File: src/rtl/ks_memory_responder_pkg.sv
// Shared sizing and state encoding for the K&S memory responder.
// The memory geometry must track the core's ram_addr and data bus widths.
package ks_memory_responder_pkg;

  localparam int KS_ADDR_W    = 5;
  localparam int KS_DATA_W    = 16;
  localparam int KS_MEM_DEPTH = 32;

  typedef enum logic {
    MS_LOAD = 1'b0,
    MS_RUN  = 1'b1
  } mem_state_t;

endpackage

File: src/rtl/ks_memory_responder_sync_ram.sv
// Single-port-write, registered read-first RAM for the K&S memory responder.
// The read register has its own synchronous clear so it can be parked at zero.
module ks_sync_ram #(
  parameter int ADDR_W = 5,
  parameter int DATA_W = 16,
  parameter int DEPTH  = 32
) (
  input  logic              clk,
  input  logic              we,
  input  logic [ADDR_W-1:0] waddr,
  input  logic [DATA_W-1:0] wdata,
  input  logic              re,
  input  logic [ADDR_W-1:0] raddr,
  input  logic              clr,
  output logic [DATA_W-1:0] rdata
);

  logic [DATA_W-1:0] mem_r [DEPTH];
  logic [DATA_W-1:0] rdata_r;

  // Storage write; contents deliberately survive reset.
  always_ff @(posedge clk) begin
    if (we) begin
      mem_r[waddr] <= wdata;
    end
  end

  // Read register: nonblocking read of the array gives read-first behaviour.
  always_ff @(posedge clk) begin
    if (clr) begin
      rdata_r <= DATA_W'(0);
    end else if (re) begin
      rdata_r <= mem_r[raddr];
    end else begin
      rdata_r <= rdata_r;
    end
  end

  assign rdata = rdata_r;

endmodule

File: src/rtl/ks_memory_responder.sv
// Memory-side responder for the K&S data path: holds the core while a program
// is streamed in, then serves core reads/writes from the same RAM.
module ks_memory_responder
  import ks_memory_responder_pkg::*;
#(
  parameter int ADDR_W = KS_ADDR_W,
  parameter int DATA_W = KS_DATA_W,
  parameter int DEPTH  = KS_MEM_DEPTH
) (
  input  logic              clk,
  input  logic              rst_n,
  input  logic [ADDR_W-1:0] ram_addr,
  input  logic [DATA_W-1:0] ram_wdata,
  input  logic              ram_write_enable,
  output logic [DATA_W-1:0] ram_rdata,
  output logic              core_hold,
  input  logic              reload,
  input  logic              ld_valid,
  input  logic [DATA_W-1:0] ld_data,
  input  logic              ld_last,
  output logic              ld_ready,
  output logic [ADDR_W:0]   ld_count,
  output logic              loaded
);

  mem_state_t        state_r, state_nxt_s;
  logic [ADDR_W-1:0] ld_ptr_r, ld_ptr_nxt_s;
  logic [ADDR_W:0]   ld_count_r, ld_count_nxt_s;
  logic              in_load_s, in_run_s, beat_s, reload_s;
  logic              mem_we_s, rd_clr_s;
  logic [ADDR_W-1:0] mem_waddr_s;
  logic [DATA_W-1:0] mem_wdata_s;

  assign in_load_s = (state_r == MS_LOAD);
  assign in_run_s  = (state_r == MS_RUN);
  assign beat_s    = ld_valid & in_load_s;
  assign reload_s  = reload & in_run_s;

  // Next-state, load pointer and beat counter.
  always_comb begin
    state_nxt_s    = state_r;
    ld_ptr_nxt_s   = ld_ptr_r;
    ld_count_nxt_s = ld_count_r;
    case (state_r)
      MS_LOAD: begin
        if (beat_s) begin
          ld_ptr_nxt_s   = ld_ptr_r + ADDR_W'(1);
          ld_count_nxt_s = ld_count_r + (ADDR_W + 1)'(1);
          // The last slot ends the load even without ld_last: no wrap.
          if (ld_last || (ld_ptr_r == ADDR_W'(DEPTH - 1))) begin
            state_nxt_s = MS_RUN;
          end else begin
            state_nxt_s = MS_LOAD;
          end
        end else begin
          state_nxt_s = MS_LOAD;
        end
      end
      MS_RUN: begin
        if (reload_s) begin
          state_nxt_s    = MS_LOAD;
          ld_ptr_nxt_s   = ADDR_W'(0);
          ld_count_nxt_s = (ADDR_W + 1)'(0);
        end else begin
          state_nxt_s = MS_RUN;
        end
      end
      default: begin
        state_nxt_s    = MS_LOAD;
        ld_ptr_nxt_s   = ADDR_W'(0);
        ld_count_nxt_s = (ADDR_W + 1)'(0);
      end
    endcase
  end

  // Control registers with synchronous active-low reset.
  always_ff @(posedge clk) begin
    if (!rst_n) begin
      state_r    <= MS_LOAD;
      ld_ptr_r   <= ADDR_W'(0);
      ld_count_r <= (ADDR_W + 1)'(0);
    end else begin
      state_r    <= state_nxt_s;
      ld_ptr_r   <= ld_ptr_nxt_s;
      ld_count_r <= ld_count_nxt_s;
    end
  end

  // Write-port ownership: loader during LOAD, core during RUN.
  always_comb begin
    if (in_load_s) begin
      mem_we_s    = rst_n & beat_s;
      mem_waddr_s = ld_ptr_r;
      mem_wdata_s = ld_data;
    end else begin
      mem_we_s    = rst_n & ram_write_enable;
      mem_waddr_s = ram_addr;
      mem_wdata_s = ram_wdata;
    end
  end

  assign rd_clr_s = ~rst_n | in_load_s | reload_s;

  ks_sync_ram #(
    .ADDR_W (ADDR_W),
    .DATA_W (DATA_W),
    .DEPTH  (DEPTH)
  ) u_ram (
    .clk   (clk),
    .we    (mem_we_s),
    .waddr (mem_waddr_s),
    .wdata (mem_wdata_s),
    .re    (in_run_s),
    .raddr (ram_addr),
    .clr   (rd_clr_s),
    .rdata (ram_rdata)
  );

  assign core_hold = in_load_s;
  assign ld_ready  = in_load_s;
  assign loaded    = in_run_s;
  assign ld_count  = ld_count_r;

endmodule
File: config.mk
export PLATFORM = sky130hd
export DESIGN_NAME = ks_memory_responder
export DESIGN_NICKNAME = d
export VERILOG_FILES = /design/src/rtl/ks_memory_responder_pkg.sv /design/src/rtl/ks_memory_responder_sync_ram.sv /design/src/rtl/ks_memory_responder.sv
export SDC_FILE = /design/constraint.sdc
export NUM_CORES = 1
export LEC_CHECK = 0
export BUFFER_PORTS_ARGS = -buffer_cell sky130_fd_sc_hd__buf_2
export CAP_MARGIN = 20
export CORE_MARGIN = 2
export CORE_UTILIZATION = 40
export CTS_CLUSTER_DIAMETER = 100
export DETAILED_ROUTE_END_ITERATION = 6
export GPL_ROUTABILITY_DRIVEN = 0
export PLACE_DENSITY_LB_ADDON = 0.15
export SLEW_MARGIN = 40
export SYNTH_ARGS = -nofsm -noshare
export SYNTH_HDL_FRONTEND = slang
export SYNTH_SLANG_ARGS = --single-unit
export TNS_END_PERCENT = 5
File: constraint.sdc
create_clock -name clk -period 3.51 [get_ports clk]
set_clock_uncertainty 0.1 [all_clocks]
set_input_delay 0 -clock clk [delete_from_list [all_inputs] [get_ports clk]]
set_output_delay 0 -clock clk [all_outputs]
set_load 0.03 [all_outputs]
==> results.txt <==
The number of nets at the end of the flow is 1316. The register bit count reported by yosys is 540. Prior to clock tree synthesis, the placed netlist has a worst setup slack of 0.7936 ns. The headroom to the max-slew limit is 0.4211. Compared with the post-synthesis result, the final layout area differs by 15.62%. The core area came out at 52450 sq um. The highest-delay cell along the critical path is sky130_fd_sc_hd__a21boi_0. The highest clock rate is roughly 0.34 GHz.

Max-cap violations in this run came to 0. The utilization after layout came out at 0.4664. The initial DRC count is roughly 1100.

The initial antenna violation count came to 3. The actual slew at the worst max-slew pin came out at between 0.8 and 0.9 ns. The H-tree was split into 2 levels. The library cell used most frequently in the layout, excluding fill and tap cells, is sky130_fd_sc_hd__edfxtp_1. The final total negative setup slack came out at 0 ns. The top cell family by delay on the critical path is compound AO/OA/AOI/OAI gates. Ranked by total cell area, the synthesized netlist is headed by sky130_fd_sc_hd__edfxtp_1 (73%), sky130_fd_sc_hd__mux4_2 (6.8%), sky130_fd_sc_hd__mux2i_1 (6.3%), sky130_fd_sc_hd__dfxtp_1 (2.6%), sky130_fd_sc_hd__a22oi_1 (2.5%). Traced cell by cell, the critical path runs through clkinv_1 > a21boi_0 > nand2_1 > nor2_1 > buf_4.

The count of unresolved DRC violations after routing came out at 0. The static power due to leakage is between 8 and 9 nW. The wire length of the first global-routing pass is roughly 76 mm. Summing all non-filler instances in the final layout gives an area of roughly 24000 sq um. The biggest area contributor in the post-synthesis netlist is sky130_fd_sc_hd__edfxtp_1. The die area is between 50000 and 60000 sq um. The die boundary height is 234.0 um. The detail-routed net length per standard cell is approximately 26 um. The portion of the post-synthesis area used by sequential elements is 0.7533.

The proportion of layout cells with a drive suffix above 1 came out at 0.2456. After detailed placement, the total cell area comes to ~23000 sq um. STA classifies the critical path startpoint as a flop. The final-report hold violation count was 0. The total standard cell area after synthesis came out at roughly 21000 sq um. The via count came out at roughly 11000.

The final critical delay including setup and external delays is between 2 and 3 ns. On the final layout, the worst hold slack is 0.04453 ns. TritonCTS built the clock tree. VDD sags by at most around 340 uV. The number of instances in the synthesized netlist is approximately 1100. The die is 234.0 um wide. The fraction of post-synthesis cell area in the top cell type by area is 0.7268.

The total clock sinks is 540. The total routing usage reported by global routing came out at 0.1967. The power share of the clock group came out at 0.415. The biggest cell delay along the critical path came out at about 0.79 ns. The part of the power in registers came out at 0.527. The clock insertion delay at the later pin of the skew report is roughly 0.6 ns. The initialized floorplan defines 84 standard-cell rows.

The design draws roughly 14 mW. The number of I/O pins came out at 68. The post-synthesis cell type count came out at 36. The Yosys step of the flow raised 0 warnings. Dividing the final minimum period by the clock period gives 0.8290. After detailed placement, the design holds a cell count of around 1900. The worst setup path is captured at a flop. The combinational share of power is 0.058.

The final setup violation count came out at 0. The required time at the worst-slack endpoint came out at approximately 3.7 ns. The number of input and output port buffers inserted came out at 67.

The post-cts repair resize count came out at 0. The synthesized net count came out at 1186. The initial utilization of the core area, before any placement, comes to 0.4034. The total net switching power came out at roughly 2.9 mW. The count of antenna-violating nets left after detailed routing came out at 0. The data arrival at the endpoint of the critical path came out at just over 3 ns.

The run finished with clean final reports. Once detailed placement completed, the half-perimeter wirelength came to ~32 mm. The power density relative to cell area is approximately 560 nW/um^2.

For this run the aggregate overflow at the end of global routing stands at 0. The via count of the first global-routing pass came out at around 11000. The via density per instance came out at approximately 5.4. The largest driver fanout on the critical path is 18. The clock root buffer master is sky130_fd_sc_hd__clkbuf_16. The classification of the worst setup path is flop to flop. The number of CTS-inserted buffers is between 50 and 60.

The maximum number of pins on one net before global-route repair is 65. The detailed-routing iteration count for the pre-antenna-repair pass is 5. Internal power comes to 10.69 mW.

The synthesized area per cell is ~19 sq um. The clock edge transition at the registers on the reported setup and hold paths is 0.06 ns. The final count of pins violating max slew is 0. The number of buffers on the longest clock path came out at 3. The detailed-route wire length came out at ~53 mm. In the layout the commonest cells are sky130_fd_sc_hd__edfxtp_1 (512), sky130_fd_sc_hd__mux2i_1 (133), sky130_fd_sc_hd__a22oi_1 (71).

The worst hold path belongs to the class input pin to flop. The number of standard cells in the layout, taps in and fillers out came out at 2004. Setup repair after global routing left no endpoint under its margin. The worst setup margin is between 0.6 and 0.7 ns. Of the total power, the share spent switching nets is 0.2135. Counting both buffers and inverters, the worst setup path holds a total of 2.
## worst reg2reg max path, stage by stage, from the launching register on
cell                       delay [ns]
sky130_fd_sc_hd__dfxtp_2         0.55
sky130_fd_sc_hd__clkinv_1        0.37
sky130_fd_sc_hd__a21boi_0        0.79
sky130_fd_sc_hd__nand2_1         0.32
sky130_fd_sc_hd__nor2_1          0.23
sky130_fd_sc_hd__buf_4           0.24
## state kept, by name, indices dropped and copies added, names as in the netlist
signal and flops:
loaded 1, u_ram.rdata 16, u_ram.mem_r 512, ld_ptr_r 5, ld_count 6
## cell type report
| type | instances | area, sq um |
|---|---|---|
| tap | 688 | 860.8 |
| multi-input combinational | 530 | 4873 |
| fill | 4455 | 27990 |
| clock inverter | 17 | 108.9 |
| timing repair buffer | 139 | 1011 |
| sequential | 540 | 15940 |
| antenna | 1 | 2.502 |
| inverter | 4 | 15.01 |
| clock buffer | 85 | 1652 |
## logic make-up (layout without fill, tap and decap cells)
group | after synthesis | after routing | synth area share
buffers and inverters | 70 | 245 | 0.01964
flip-flops | 540 | 540 | 0.7533
multiplexers | 216 | 216 | 0.1412
other | 0 | 1 | 0
XOR/XNOR | 6 | 6 | 0.002484
AO/OA/AOI/OAI | 147 | 147 | 0.04956
AND/OR/NAND/NOR | 158 | 158 | 0.03212
adder cells (fa/ha/maj) | 3 | 3 | 0.001774
## power groups by stage
| stage | sequential [mW] | combinational [mW] | clock, mW |
|---|---|---|---|
| finish | 7.16 | 0.795 | 5.64 |
| detailed placement | 7.30 | 0.796 | 0 |
| global route | 7.16 | 0.848 | 6.02 |
| floorplan | 7.29 | 0.460 | 0 |
| global placement | 7.30 | 0.776 | 0 |
| CTS | 7.16 | 0.806 | 5.78 |
## worst paths after layout
check,start,end,slack (ns),cells after the start
min reg2reg,ld_count[5]$_SDFFE_PN0P_,ld_count[5]$_SDFFE_PN0P_,0.42,2
max reg2reg,loaded$_SDFF_PN0_,u_ram.mem_r[13][10]$_DFFE_PP_,0.60,5
max,loaded$_SDFF_PN0_,u_ram.mem_r[13][10]$_DFFE_PP_,0.60,5
min,ld_data[7],u_ram.mem_r[25][7]$_DFFE_PP_,0.04,2
## what timing repair did
| item | in CTS | in global routing |
|---|---|---|
| hold buffers | 8 | 0 |
| buffers inserted | 0 | 0 |
| hold endpoints to repair | 22 | 0 |
## synth_stat cells
master                     number
sky130_fd_sc_hd__a21boi_0       1
sky130_fd_sc_hd__o211ai_1       1
sky130_fd_sc_hd__clkinv_1       1
sky130_fd_sc_hd__mux4_2        64
sky130_fd_sc_hd__buf_2         19
sky130_fd_sc_hd__and2_1         2
sky130_fd_sc_hd__nand4_1       16
sky130_fd_sc_hd__mux2_2        19
sky130_fd_sc_hd__inv_1          3
sky130_fd_sc_hd__a21oi_1       28
sky130_fd_sc_hd__buf_12         1
sky130_fd_sc_hd__clkbuf_1      24
sky130_fd_sc_hd__buf_1          3
sky130_fd_sc_hd__ha_1           3
sky130_fd_sc_hd__o22a_1         2
sky130_fd_sc_hd__nor2b_1        5
sky130_fd_sc_hd__nand3_1       10
sky130_fd_sc_hd__nor2_1        51
sky130_fd_sc_hd__buf_4         10
sky130_fd_sc_hd__edfxtp_1     512
sky130_fd_sc_hd__buf_6          7
sky130_fd_sc_hd__o21ai_0       17
sky130_fd_sc_hd__xor2_1         1
sky130_fd_sc_hd__a22oi_1       71
sky130_fd_sc_hd__dfxtp_1       28
sky130_fd_sc_hd__nand3b_1       1
sky130_fd_sc_hd__nand2b_1       1
sky130_fd_sc_hd__xnor2_1        5
sky130_fd_sc_hd__mux2i_1      133
sky130_fd_sc_hd__nand2_1       68
sky130_fd_sc_hd__o21a_1        16
sky130_fd_sc_hd__a22oi_2       11
sky130_fd_sc_hd__buf_8          2
sky130_fd_sc_hd__and3_1         2
sky130_fd_sc_hd__or3_1          1
sky130_fd_sc_hd__or2_2          1
## per-layer routing
layer,global-route usage,vias to the layer above,part of all wire
met1,0.2822,5653,0.45
met4,0.06112,2,0.023
met5,0,-,0.00019
met3,0.03624,71,0.058
met2,0.3060,315,0.46
li1,-,4827,-
No activity file was read; power rests on OpenSTA's default activity.
